File: config.mk
export PLATFORM = sky130hd
export DESIGN_NAME = instr_prefetch_unit
export DESIGN_NICKNAME = d
export VERILOG_FILES = /design/src/rtl/prefetch_pkg.sv /design/src/rtl/fetch_fifo.sv /design/src/rtl/instr_prefetch_unit.sv
export SDC_FILE = /design/constraint.sdc
export NUM_CORES = 1
export LEC_CHECK = 0
export CORE_MARGIN = 5
export CORE_UTILIZATION = 50
export DETAILED_ROUTE_END_ITERATION = 10
export DONT_BUFFER_PORTS = 1
export PLACE_DENSITY = 0.64
export RECOVER_POWER = 50
export SYNTH_ARGS = -nofsm -noshare
export SYNTH_HDL_FRONTEND = slang
export SYNTH_HIERARCHICAL = 1
export SYNTH_SLANG_ARGS = --single-unit
File: constraint.sdc
create_clock -name clk -period 7.8 [get_ports clk]
set_input_delay 1.56 -clock clk [delete_from_list [all_inputs] [get_ports clk]]
set_output_delay 1.56 -clock clk [all_outputs]
set_load 0.005 [all_outputs]
File: src/rtl/prefetch_pkg.sv
// Shared types for the instruction prefetch unit: fetch FSM states and the
// tagged FIFO entry pairing an instruction with the address it was fetched from.
package prefetch_pkg;

  localparam int unsigned ADDR_W  = 16;
  localparam int unsigned INSTR_W = 16;

  typedef enum logic [1:0] {
    S_ISSUE,
    S_WAIT_DROP,
    S_WAIT_DATA
  } fetch_state_e;

  typedef struct packed {
    logic [ADDR_W-1:0]  pc;
    logic [INSTR_W-1:0] instr;
  } fetch_entry_t;

endpackage

File: src/rtl/fetch_fifo.sv
// Show-ahead synchronous FIFO of tagged instructions with a synchronous flush.
// The head reads as zero while the FIFO is empty.
module fetch_fifo
  import prefetch_pkg::*;
#(
  parameter int unsigned DEPTH = 4,
  localparam int unsigned CntW = $clog2(DEPTH + 1)
) (
  input  logic          clk,
  input  logic          rst,
  input  logic          flush,
  input  logic          push,
  input  fetch_entry_t  push_entry,
  input  logic          pop,
  output fetch_entry_t  head,
  output logic          head_valid,
  output logic [CntW-1:0] count
);

  localparam int unsigned PtrW = (DEPTH > 1) ? $clog2(DEPTH) : 1;

  fetch_entry_t    mem_q [DEPTH];
  logic [PtrW-1:0] rd_ptr_q, wr_ptr_q;
  logic [CntW-1:0] count_q;
  logic            do_push, do_pop;

  assign do_pop  = pop && (count_q != '0);
  assign do_push = push && (count_q < CntW'(DEPTH));

  always_ff @(posedge clk or negedge rst) begin
    if (!rst) begin
      rd_ptr_q <= '0;
      wr_ptr_q <= '0;
      count_q  <= '0;
    end else if (flush) begin
      rd_ptr_q <= '0;
      wr_ptr_q <= '0;
      count_q  <= '0;
    end else begin
      if (do_push) wr_ptr_q <= wr_ptr_q + PtrW'(1);
      if (do_pop)  rd_ptr_q <= rd_ptr_q + PtrW'(1);
      count_q <= count_q + CntW'(do_push) - CntW'(do_pop);
    end
  end

  // Storage needs no reset: an entry is only visible once count covers it.
  always_ff @(posedge clk) begin
    if (do_push && !flush) mem_q[wr_ptr_q] <= push_entry;
  end

  assign head_valid = (count_q != '0);
  assign head       = head_valid ? mem_q[rd_ptr_q] : '0;
  assign count      = count_q;

endmodule

File: src/rtl/instr_prefetch_unit.sv
// Sequential instruction prefetcher between the SPI program memory and decode.
// One fetch in flight at a time; a redirect flushes the FIFO and restarts fetch.
module instr_prefetch_unit
  import prefetch_pkg::*;
#(
  parameter int unsigned       DEPTH        = 4,
  parameter logic [ADDR_W-1:0] RESET_PC     = 16'h0000,
  parameter int unsigned       DROP_TIMEOUT = 4
) (
  input  logic               clk,
  input  logic               rst,
  output logic [ADDR_W-1:0]  mem_addr,
  input  logic [INSTR_W-1:0] mem_instr,
  input  logic               mem_ready,
  output logic               instr_valid,
  input  logic               instr_ready,
  output logic [INSTR_W-1:0] instr_data,
  output logic [ADDR_W-1:0]  instr_pc,
  input  logic               redirect_valid,
  input  logic [ADDR_W-1:0]  redirect_pc,
  output logic               fetch_busy
);

  localparam int unsigned CntW  = $clog2(DEPTH + 1);
  localparam int unsigned DropW = $clog2(DROP_TIMEOUT + 1);

  fetch_state_e      state_q, state_d;
  logic [ADDR_W-1:0] mem_addr_q, mem_addr_d;
  logic [ADDR_W-1:0] fetch_pc_q, fetch_pc_d;
  logic [DropW-1:0]  drop_cnt_q, drop_cnt_d;
  logic              capture;
  logic [CntW-1:0]   fifo_count;
  fetch_entry_t      push_entry, head;

  always_ff @(posedge clk or negedge rst) begin
    if (!rst) begin
      state_q    <= S_WAIT_DROP;
      mem_addr_q <= RESET_PC;
      fetch_pc_q <= RESET_PC;
      drop_cnt_q <= '0;
    end else begin
      state_q    <= state_d;
      mem_addr_q <= mem_addr_d;
      fetch_pc_q <= fetch_pc_d;
      drop_cnt_q <= drop_cnt_d;
    end
  end

  always_comb begin
    state_d    = state_q;
    mem_addr_d = mem_addr_q;
    fetch_pc_d = fetch_pc_q;
    drop_cnt_d = drop_cnt_q;
    capture    = 1'b0;

    case (state_q)
      // Issuing only with a free slot guarantees the in-flight fetch can land.
      S_ISSUE: begin
        if (fifo_count < CntW'(DEPTH)) begin
          mem_addr_d = fetch_pc_q;
          drop_cnt_d = '0;
          state_d    = S_WAIT_DROP;
        end
      end
      // A ready that never falls means the address did not change; trust it
      // after the timeout.
      S_WAIT_DROP: begin
        if (!mem_ready) begin
          state_d = S_WAIT_DATA;
        end else if (drop_cnt_q == DropW'(DROP_TIMEOUT - 1)) begin
          capture = 1'b1;
        end else begin
          drop_cnt_d = drop_cnt_q + DropW'(1);
        end
      end
      S_WAIT_DATA: begin
        if (mem_ready) capture = 1'b1;
      end
      default: state_d = S_WAIT_DROP;
    endcase

    if (capture) begin
      fetch_pc_d = fetch_pc_q + ADDR_W'(1);
      state_d    = S_ISSUE;
    end

    // Redirect wins over everything, abandoning any in-flight fetch.
    if (redirect_valid) begin
      capture    = 1'b0;
      fetch_pc_d = redirect_pc;
      mem_addr_d = redirect_pc;
      drop_cnt_d = '0;
      state_d    = S_WAIT_DROP;
    end
  end

  assign push_entry = '{pc: fetch_pc_q, instr: mem_instr};

  fetch_fifo #(
    .DEPTH (DEPTH)
  ) u_fetch_fifo (
    .clk        (clk),
    .rst        (rst),
    .flush      (redirect_valid),
    .push       (capture),
    .push_entry (push_entry),
    .pop        (instr_ready),
    .head       (head),
    .head_valid (instr_valid),
    .count      (fifo_count)
  );

  assign mem_addr   = mem_addr_q;
  assign instr_data = head.instr;
  assign instr_pc   = head.pc;
  assign fetch_busy = (state_q == S_WAIT_DROP) || (state_q == S_WAIT_DATA);

endmodule

== Yosys cells after proc, flatten, opt, wreduce, memory -nomap -nowiden ==
Memory sizes are Yosys's and may differ from the RTL's.
Cells that the tools add are included.
Operators by class
  add/sub/neg operators: 6
  $mul: 0
  reductions and logical operators: 16
  div/mod/pow operators: 0
  $lt $le $gt $ge: 1
  shift-type cells: 0
  muxes and demuxes: 28
  bitwise logic cells: 0
  equal/unequal tests: 9
Operators by type and width (number)
  $mux 16: 5
  $mux 32: 1
  $add 16x1->16 const B: 1
  $mux 2: 8
  $mux 3: 5
  $ne 3x3->1 const B: 4
  $reduce_bool 2->1: 5
  $ne 4x4->1 const B: 2
  $mux 1: 6
  $pmux 2 s3: 1
  $pmux 3 s2: 1
  $reduce_bool 3->1: 2
  $add 2x1->2 const B: 2
  $reduce_and 4->1: 1
  $add 3x1->3: 1
  $add 3x1->3 const B: 1
  $eq 3x2->1 const B: 1
  $logic_and 1x1->1: 3
  $lt 3x3->1 const B: 1
  $reduce_and 3->1: 1
  $sub 3x1->3: 1
  $eq 2x1->1 const B: 1
  $eq 2x2->1 const B: 1
  $logic_not 2->1: 1
  other kinds (4): 4
Word-level totals
  word-level logic and storage cells: 68
  memories kept: 1
  bits in read-only memories: 0
  latch bits: 0
  bits in writable memories: 128
  register bits after elaboration: 44
Memories
  u_fetch_fifo.mem_q: depth 4, width 32, rd ports 1, clocked after Yosys merged registers in 0, write ports 1, RTL line fetch_fifo.sv:22  | fetch_entry_t mem_q [DEPTH];

== Longest topological paths before layout ==
  depth after elaboration: 9
  mapped depth: 14
  depth with buffers taken out: 14

== By module ==
Netlist, hierarchy kept.
Modules (own cells, without submodules)
  fetch_fifo: times used 1, cells each 248, seq. area each 4018.9 um^2, area each 5282.6 um^2
  instr_prefetch_unit: times used 1, cells each 220, seq. area each 927.1 um^2, area each 2029.4 um^2

== Least setup slack after synthesis ==
Ideal clock, no wire load.
  path type: input port to flip-flop
  from: in redirect_valid
  to: reg u_fetch_fifo.count_q[2] (netlist: u_fetch_fifo/count[2])
  data required time: 7714 ps
  cell stages on the path: 13
  path slack: 4000 ps
  data arrival time: 3714 ps
  path buffers: 3
  path through: buf_6 -> clkbuf_1 -> clkbuf_1 -> nor2_1 -> nand2b_1 -> ha_1 -> inv_1 -> ha_1 -> inv_1 -> fa_1 -> xor2_1 -> and2_1 -> nor3_1
On the way
  word-level cells in the longest chain between the ends: 5
Ends and longest elaborated chain
  start: declaration: RTL line instr_prefetch_unit.sv:19  | input logic redirect_valid,
  $mux 1: RTL line instr_prefetch_unit.sv:88  | if (redirect_valid) begin
  via capture: RTL line instr_prefetch_unit.sv:31  | logic capture;
  $logic_and 1x1->1: RTL line fetch_fifo.sv:28  | assign do_push = push && (count_q < CntW'(DEPTH));
  $add 3x1->3: RTL line fetch_fifo.sv:42  | count_q <= count_q + CntW'(do_push) - CntW'(do_pop);
  $sub 3x1->3: RTL line fetch_fifo.sv:42
  $mux 3: RTL line fetch_fifo.sv:35  | end else if (flush) begin
  end signal: assignment: RTL line fetch_fifo.sv:42
  end: declaration: RTL line fetch_fifo.sv:24  | logic [CntW-1:0] count_q;
The timed path passes the listed nets, and every way through them passes these cells.
A chain may end at the register's enable or synchronous reset.

== Final worst setup path ==
  from: reg u_fetch_fifo.rd_ptr_q[0]
  to: out instr_pc[2]
On the way
  word-level cells in the longest chain between the ends: 2
Ends and longest elaborated chain
  start: declaration: RTL line fetch_fifo.sv:23  | logic [PtrW-1:0] rd_ptr_q, wr_ptr_q;
  start signal: assignment: RTL line fetch_fifo.sv:41  | if (do_pop) rd_ptr_q <= rd_ptr_q + PtrW'(1);
  $mem_v2 4x32
  $mux 32: RTL line fetch_fifo.sv:52  | assign head = head_valid ? mem_q[rd_ptr_q] : '0;
  end: declaration: RTL line instr_prefetch_unit.sv:18  | output logic [ADDR_W-1:0] instr_pc,
No other way between the ends.

==> results.ini <==
[status]
status=complete, but fails checks
violations=max-capacitance violations, max-slew violations

[power]
peakVddDrop_mv=0.158
p_comb_share_pct=16.8
p_per_area_nw_per_um2=300
netSwitchingPower_mw=0.610
leakage_nw=2.85
swShare_pct=25.0
pwr-share-clk_pct=37.8
seq_power_share_pct=45.5
cell_internal_pwr_mw=1.83

[worst_setup_path]
critPathArrivalTime_ns=3.50
regToRegEndpoint=u_fetch_fifo/count[2]
path_max_fanout=19
rr_startpoint=state_q[0]
r2r_cells=14
critPathRequiredTime_ns=6.24
critPathKind=flip-flop to output pin
end_kind=output pin
r2r_setup_slack_ns=4.75
critPathLaunchType=flip-flop

[global_routing]
grt_start_max_net_pins=54
track_usage_pct=17.2
overflow=0
antenna_found_initial=0
grt_pass1_wl_um=21900
grt_pass1_vias=4068

[worst_hold_path]
hp-start=mem_addr[2]
min_path_cells=2
whs_endpoint=mem_addr[2]
hp-class=flip-flop to flip-flop

[detailed_routing]
drt_iter0_drc=189
wirelength_um=13700
routedWlPerCell_um=20.5
ant_nets=0
vias=3838
first_pass_iters=4
routed_via_density=5.74
drc=0

[logic_synthesis]
synth_fp_nets=519
ys.warnings.count=6
avgSynthCellArea_um2=15.6
synth_area_leaders=edfxtp_1 (53%), dfrtp_1 (15%), mux4_2 (9.9%)
synth_area_um2=7310
ys_types=48
synth_edf_count=128
synth_seq_area_share_pct=67.6
syn_inst=468
ys_ff_latch=172
ys.flop_type=edfxtp_1
synth_largest_area_cell=edfxtp_1
synth_top_area_share_pct=52.6
synth-async-reset-ratio_pct=25.6

[die]
fp.dieH_um=131
dieArea_um2=17100
num_rows=44
core_um2=14400
io_pins=87
die_w_um=131
initial_utilization_pct=50.7

[final_layout]
drive_above_1_share_pct=15.3
diodes=0
layout_commonest_cell=edfxtp_1
syn_to_final_growth_pct=11.0
fillers=1141
nets=523
final_cell_mix=edfxtp_1 (128), dfrtp_1 (43), nor2b_1 (39), nand2_1 (34), mux4_2 (32)

[placed_design]
gp_congestion=0.792
io_buffers=0
dpl_worst_slack_ns=4.25
dp_hpwl_um=8880

[clock_network]
root_buffer=clkbuf_16
numCtsBuffers=17
clkSinkCount=172
clk_latency_ns=0.41
cts_buffer_depth=2
ctsResizeCount=0
cts_max_level=4
tritoncts=done
post_cts_buffers=0
postCtsHoldBufs=0
path_clk_slew_ns=0.06

[sta]
finalSetupTns_ns=0
worstMarginPinSlew_ns=1.90
rsz0062_at_grt=no
fin_crit_sh_pct=64.9
whs_ns=0.512
setup_slack_ns=2.74
setup_viol=0
slew-limit-headroom_pct=-26.4
timing.fmax_mhz=198
finClkSkew_ns=0.00898
slew_viol_final=53
hold_violations=0
fin_crit_ns=5.06

[job]
drv_cap=2

## layer usage
layer | routed length (µm) | part of all wire (%) | track usage [%]
met4 | 218 | 1.6 | 5.99
met1 | 5810 | 42 | 21.9
met2 | 6730 | 49 | 27.5
met5 | 0 | 0 | 0
met3 | 971 | 7.1 | 6.30
## synthesized netlist by cell type, types with 4 or more instances
library cell,count
buf_2,4
or3_1,6
o21ai_0,31
a21oi_1,10
nor2_1,16
dfrtp_1,43
mux4_2,32
nand3_1,10
nor2b_1,39
clkbuf_1,12
nand2_1,34
and2_1,9
ha_1,13
a21boi_0,7
xnor2_1,5
inv_1,15
buf_6,5
mux2i_1,6
edfxtp_1,128
## through the flow
step | util (%) | std cells | total power [mW] | cell area (µm²)
2_1_floorplan | - | 468 | 1.47 | 7310
3_3_place_gp | 51.9 | 637 | 1.54 | 7480
3_5_place_dp | 51.9 | 637 | 1.55 | 7480
4_1_cts | 56.4 | 669 | 2.48 | 8130
5_1_grt | 56.3 | 669 | 2.56 | 8120
6_report | 56.3 | 669 | 2.44 | 8120
## power groups by stage
stage / Combinational, mW / Clock, mW / Sequential, mW
2_1_floorplan: 0.383 / 0 / 1.08
3_3_place_gp: 0.411 / 0 / 1.13
3_5_place_dp: 0.424 / 0 / 1.13
4_1_cts: 0.426 / 0.939 / 1.11
5_1_grt: 0.460 / 0.979 / 1.12
6_report: 0.409 / 0.921 / 1.11
## worst max-delay path by stage
stage	startpoint	to	slack (ns)	cells past startpoint
after floorplan	redirect_valid	u_fetch_fifo/count[2]	4.00	13
after global placement	u_fetch_fifo/rd_ptr_q[0]	instr_pc[4]	4.26	3
final	u_fetch_fifo/rd_ptr_q[0]	instr_pc[2]	2.74	3
after detailed placement	mem_ready	u_fetch_fifo/count[2]	4.25	12
after CTS	u_fetch_fifo/rd_ptr_q[0]	instr_pc[2]	3.81	3
after global routing	u_fetch_fifo/rd_ptr_q[0]	instr_pc[12]	2.33	3
## worst max-delay path, stage by stage (launching register included)
cell and delay (ns):
dfrtp_1 0.98, clkbuf_1 1.29, mux4_2 0.64, nor2b_1 0.16
## kinds of logic (layout without fill, tap and decap cells)
kind of cell               count (synthesis)  in the layout  share of synthesized area [%]
DFF                                      172            172                           67.6
muxes                                     40             40                           11.0
xor gates and xnor gates                   8              8                          0.958
and+or+nand+nor                          134            134                           10.1
AOI/OAI and AO/OA                         63             63                           5.34
buffers and inverters                     37             54                           2.50
adders and majority gates                 14             14                           2.50
## flip-flops by register name, indices dropped and copies added (netlist names)
register / cells
u_fetch_fifo/mem_q: 128
drop_cnt_q: 3
state_q: 2
fetch_pc_q: 16
u_fetch_fifo/count: 3
u_fetch_fifo/rd_ptr_q: 2
mem_addr: 16
u_fetch_fifo/wr_ptr_q: 2
## final cells by class
class                      instances  area [µm²]  share of cell area [%]
clock buffer                      18         429                    5.29
tap                              184         230                    2.84
sequential                       172        4950                    60.9
timing repair buffer               7        48.8                   0.601
multi-input combinational        259        2180                    26.9
clock inverter                    14         224                    2.76
inverter                          15        56.3                   0.694
No activity file was read; power rests on OpenSTA's default activity.
==> RTL edit 1: new RTL, config.mk and constraints unchanged <==
Re-encode `fetch_state_e` (3 states) as one-hot, 3 bits wide.
--- a/src/rtl/prefetch_pkg.sv
+++ b/src/rtl/prefetch_pkg.sv
@@ -5,10 +5,10 @@
   localparam int unsigned ADDR_W  = 16;
   localparam int unsigned INSTR_W = 16;
 
-  typedef enum logic [1:0] {
-    S_ISSUE,
-    S_WAIT_DROP,
-    S_WAIT_DATA
+  typedef enum logic [2:0] {
+    S_ISSUE     = 3'b001,
+    S_WAIT_DROP = 3'b010,
+    S_WAIT_DATA = 3'b100
   } fetch_state_e;
 
   typedef struct packed {
Formal check against the unedited RTL: same outputs for any inputs over 4 cycles, from zero or initial values and one cycle with rst low; so few cycles prove little.
==> RTL edit 1 against the original RTL <==
Synthesized area is 0.62% lower. Sequential cell count is 1 higher. Power is 8.3% lower. Final area is 2.2% lower. Core utilization is 1.0 points lower. Hold slack hardly changed. Worst setup slack better by 1.4 ns. Count of clock-buffer cells in the layout is 2 higher. Routed wire length is 5.6% lower. Clock skew is 0.0011 ns lower. Critical path depth stayed put. Sequential power is 4% lower.
==> RTL edit 1: results (changes against the original RTL) <==
- Dpl hpwl: 8.074 mm (was 8.883 mm)
- The adder and majority cell fraction of the synthesized area is 1.825% (was 2.498%).
* Via count of the first global-routing pass: 3,931 (was 4,068)
* Global-route track usage on met1: 21.93% (was 21.89%)
* Endpoint arrival time on the critical path: 2.13 ns (was 3.50 ns)
- Worst hold slack: 0.5115 ns (was 0.5116 ns)
- The routed length on met3 came to 1.163 mm (was 971 um).
- The final-stage net count was 505 (was 523).
* Detailed-route wire length: 12.97 mm (was 13.73 mm)
* Timing endpoint of the critical path: instr_pc[0] (was instr_pc[2])
* Async set or reset register ratio after synthesis: 26.01% (was 25.58%)
* Clock Skew: 0.007874 ns (was 0.008982 ns)
* Placed instance area: 7407 um^2 (was 7480 um^2)
* Top cells by area, synth: sky130_fd_sc_hd__edfxtp_1 (53%), sky130_fd_sc_hd__dfrtp_1 (15%), sky130_fd_sc_hd__mux4_2 (9.9%) (unchanged)
- GRT met2 Usage: 25.64% (was 27.53%)
* Startpoint of the worst register-to-register path: drop_cnt_q[0] (was state_q[0])
- Cells after Synth: 460 (was 468)
* Xor and xnor area share after synthesis: 1.085% (was 0.9582%)
- Total routing resource utilization after global routing: 16.67% (was 17.22%)
* Drt via density: 5.757 (was 5.737)
- The top fanout value on the critical path came to 32 (was 19).
* Wire length of the first global-routing pass: 21.28 mm (was 21.88 mm)
* Crit-path slowest cell: sky130_fd_sc_hd__mux4_2 (was sky130_fd_sc_hd__clkbuf_1)
- The number of placed instances with taps included is 623 (was 637).
* Total power divided by cell area: 281.7 nW/um^2 (was 300.3 nW/um^2)
- First-pass DRT Iterations: 5 (was 4)
- Worst Hold End: mem_addr[0] (was mem_addr[2])
- Met3 capacity usage during global routing: 6.545% (was 6.301%)
- The pin count of the biggest net entering global routing is 46 (was 54).
* Run status: finished clean (was finished, violations left)
- The global placement routability congestion came to 0.8265 (was 0.7916).
- Proportion of synthesized chip area in sequential cells: 68.41% (was 67.64%)
- P_leak: 2.730 nW (was 2.848 nW)
* Most frequent cells after synthesis: sky130_fd_sc_hd__edfxtp_1 (128), sky130_fd_sc_hd__dfrtp_1 (44), sky130_fd_sc_hd__nor2b_1 (36) (was sky130_fd_sc_hd__edfxtp_1 (128), sky130_fd_sc_hd__dfrtp_1 (43), sky130_fd_sc_hd__nor2b_1 (39))
==> RTL edit 1: worst max-delay path: cells and delay by family, from the launching register on <==
kind / cells / cell delay (ns)
muxes: 1 / 0.62
buffers and inverters: 1 / 0.54
DFF: 1 / 0.38
and+or+nand+nor: 1 / 0.16
==> RTL edit 1: logic make-up after synthesis <==
group                    after synthesis
XOR/XNOR                               9
AO/OA/AOI/OAI                         66
multiplexers                          42
adder cells (fa/ha/maj)               10
buffers and inverters                 36
flip-flops                           173
AND/OR/NAND/NOR                      124
==> RTL edit 1: where the power goes <==
group	switching [mW]	leakage (nW)	internal, mW	total [mW]
combinational	0.212	0.754	0.182	0.394
clock	0.309	0.269	0.462	0.771
sequential	0.0462	1.71	1.03	1.07
==> RTL edit 1: final cells by class <==
type / count / area, um^2
timing repair buffer: 3 / 22.52
multi-input combinational: 251 / 2131
fill: 1115 / 6430
clock buffer: 20 / 436.7
sequential: 173 / 4972
tap: 184 / 230.2
inverter: 12 / 45.04
clock inverter: 11 / 101.3
==> RTL edit 2: new RTL, same settings <==
Without the edit above. Set the parameter `DROP_TIMEOUT` to 16 (it was 4).
--- a/src/rtl/instr_prefetch_unit.sv
+++ b/src/rtl/instr_prefetch_unit.sv
@@ -5,7 +5,7 @@
 #(
   parameter int unsigned       DEPTH        = 4,
   parameter logic [ADDR_W-1:0] RESET_PC     = 16'h0000,
-  parameter int unsigned       DROP_TIMEOUT = 4
+  parameter int unsigned       DROP_TIMEOUT = 16
 ) (
   input  logic               clk,
   input  logic               rst,
Function: changed (a bounded check fails within 10 cycles, from zero or initial values and one cycle with rst low).
==> RTL edit 2 against the original RTL <==
The flow still finishes with violations (capacitance limit, slew limit). Power fell by 4.0%. Final area rose by 0.46%. Non-clock buffer count fell by 4. Die area rose by 1.7%. Worst setup slack improved by 0.97 ns. Sequential cell count rose by 2. Routed wire length rose by 1.2%. Synthesized area rose by 1.8%. Count of clock-buffer cells in the layout rose by 3. Maximum frequency rose by 24%. Register-to-register slack got worse by 0.65 ns. Clock skew rose by 0.0031 ns. Critical path type unchanged. Highest routed layer unchanged.
==> RTL edit 2: results (changes against the original RTL) <==
- GP Congestion: 0.7879 (was 0.7916)
- Count of filler cells inserted in the layout: 1,145 (was 1,141)
* GRT met2 Usage: 26.39% (was 27.53%)
* Most frequent cells after synthesis: sky130_fd_sc_hd__edfxtp_1 (128), sky130_fd_sc_hd__dfrtp_1 (45), sky130_fd_sc_hd__nor2b_1 (37) (was sky130_fd_sc_hd__edfxtp_1 (128), sky130_fd_sc_hd__dfrtp_1 (43), sky130_fd_sc_hd__nor2b_1 (39))
- The delay of the slowest critical-path stage is 1.05 ns (was 1.29 ns).
* Run status: finished, violations left (unchanged)
- Largest driver fanout on the critical path: 26 (was 19)
- The fraction of synthesis flops using an asynchronous set or reset pin was 26.44% (was 25.58%).
- Proportion of synthesized chip area in sequential cells: 67.12% (was 67.64%)
- Mean cell area of the mapped netlist: 15.51 um^2 (was 15.62 um^2)
- The pin count of the biggest net entering global routing came to 52 (was 54).
* Post-Syn Nets: 531 (was 519)
* Count of different cell masters after synthesis: 55 (was 48)
- Share of post-route cells with drive strength above 1: 14.43% (was 15.26%)
* Violation count after the first detailed-route iteration: 240 (was 189)
- Via count of the first global-routing pass: 4,267 (was 4,068)
- The number of pins with negative max-slew slack in the final report was 33 (was 53).
* CP startpoint: u_fetch_fifo/count[2] (was u_fetch_fifo/rd_ptr_q[0])
- Final worst setup slack: 3.712 ns (was 2.740 ns)
* Switching power as a share of total power: 25.90% (was 25.03%)
- Wire length of the first global-routing pass: 23.09 mm (was 21.88 mm)
- Maximum Capacitance Violations: 1 (was 2)
* Met3 capacity usage during global routing: 5.878% (was 6.301%)
- Reg2reg setup slack: 4.10 ns (was 4.75 ns)
- R2r worst-path depth: 15 (was 14)
- Crit-path slowest cell: sky130_fd_sc_hd__nor3_1 (was sky130_fd_sc_hd__clkbuf_1)
* Number of cells after detailed placement: 645 (was 637)
* Total routing resource utilization after global routing: 16.81% (was 17.22%)
* Clock Skew: 0.01212 ns (was 0.008982 ns)
- Top cells by area, synth: sky130_fd_sc_hd__edfxtp_1 (52%), sky130_fd_sc_hd__dfrtp_1 (15%), sky130_fd_sc_hd__mux4_2 (9.7%) (was sky130_fd_sc_hd__edfxtp_1 (53%), sky130_fd_sc_hd__dfrtp_1 (15%), sky130_fd_sc_hd__mux4_2 (9.9%))
* Via count: 3,916 (was 3,838)
- The post-layout instance count excluding filler cells came to 676 (was 669).
* Relative slew slack: -23.66% (was -26.44%)
- Dpl hpwl: 8.807 mm (was 8.883 mm)
- Violations in the final reports: capacitance limit, slew limit (unchanged)
==> RTL edit 2: cell count changes after synthesis, sizes merged, moves of 4 or more <==
| cell | delta |
|---|---|
| a21oi | -4 |
| nand4 | +4 |
| or3 | -5 |
| xnor2 | +5 |
==> RTL edit 2: path summary, 6_finish.rpt <==
check / to
max: instr_pc[11]
min: drop_cnt_q[4]
max reg2reg: u_fetch_fifo/count[2]
min reg2reg: drop_cnt_q[4]
max in group asynchronous: state_q[0]
min in group asynchronous: drop_cnt_q[1]
==> RTL edit 2: metal layers <==
metal / share of wire (%) / wire length, um
met3: 7.7 / 1073
met4: 0.71 / 99
met5: 0 / 0
met2: 49 / 6767
met1: 43 / 5948
==> RTL edit 2: cell type report <==
class                           count  area share [%]
Sequential cell                   174           61.28
Multi-Input combinational cell    268           27.80
Clock buffer                       21           5.400
Tap cell                          184           2.823
Clock inverter                     10           1.688
Inverter                           16          0.7364
Timing Repair Buffer                3          0.2762
==> RTL edit 2: power groups by stage <==
stage / sequential [mW] / clock, mW / combinational, mW
6_report: 1.10 / 0.827 / 0.411
5_1_grt: 1.11 / 0.889 / 0.462
4_1_cts: 1.11 / 0.847 / 0.429
3_5_place_dp: 1.12 / 0 / 0.428
3_3_place_gp: 1.12 / 0 / 0.419
2_1_floorplan: 1.09 / 0 / 0.373
==> RTL edit 2: kinds of logic (layout without fill, tap and decap cells) <==
kind of cell	after synthesis	in the layout	share of synthesized area, %
buffers and inverters	38	50	2.420
flip-flops	174	174	67.12
AND/OR/NAND/NOR	139	139	10.37
XOR/XNOR	12	12	1.412
adder cells (fa/ha/maj)	14	14	2.454
AO/OA/AOI/OAI	64	64	5.581
multiplexers	39	39	10.64
==> RTL edit 2: worst min-delay path: stages (launching register included) <==
cell                      delay (ns)
sky130_fd_sc_hd__dfrtp_1        0.34
sky130_fd_sc_hd__nand3_1        0.06
sky130_fd_sc_hd__o41ai_1        0.07
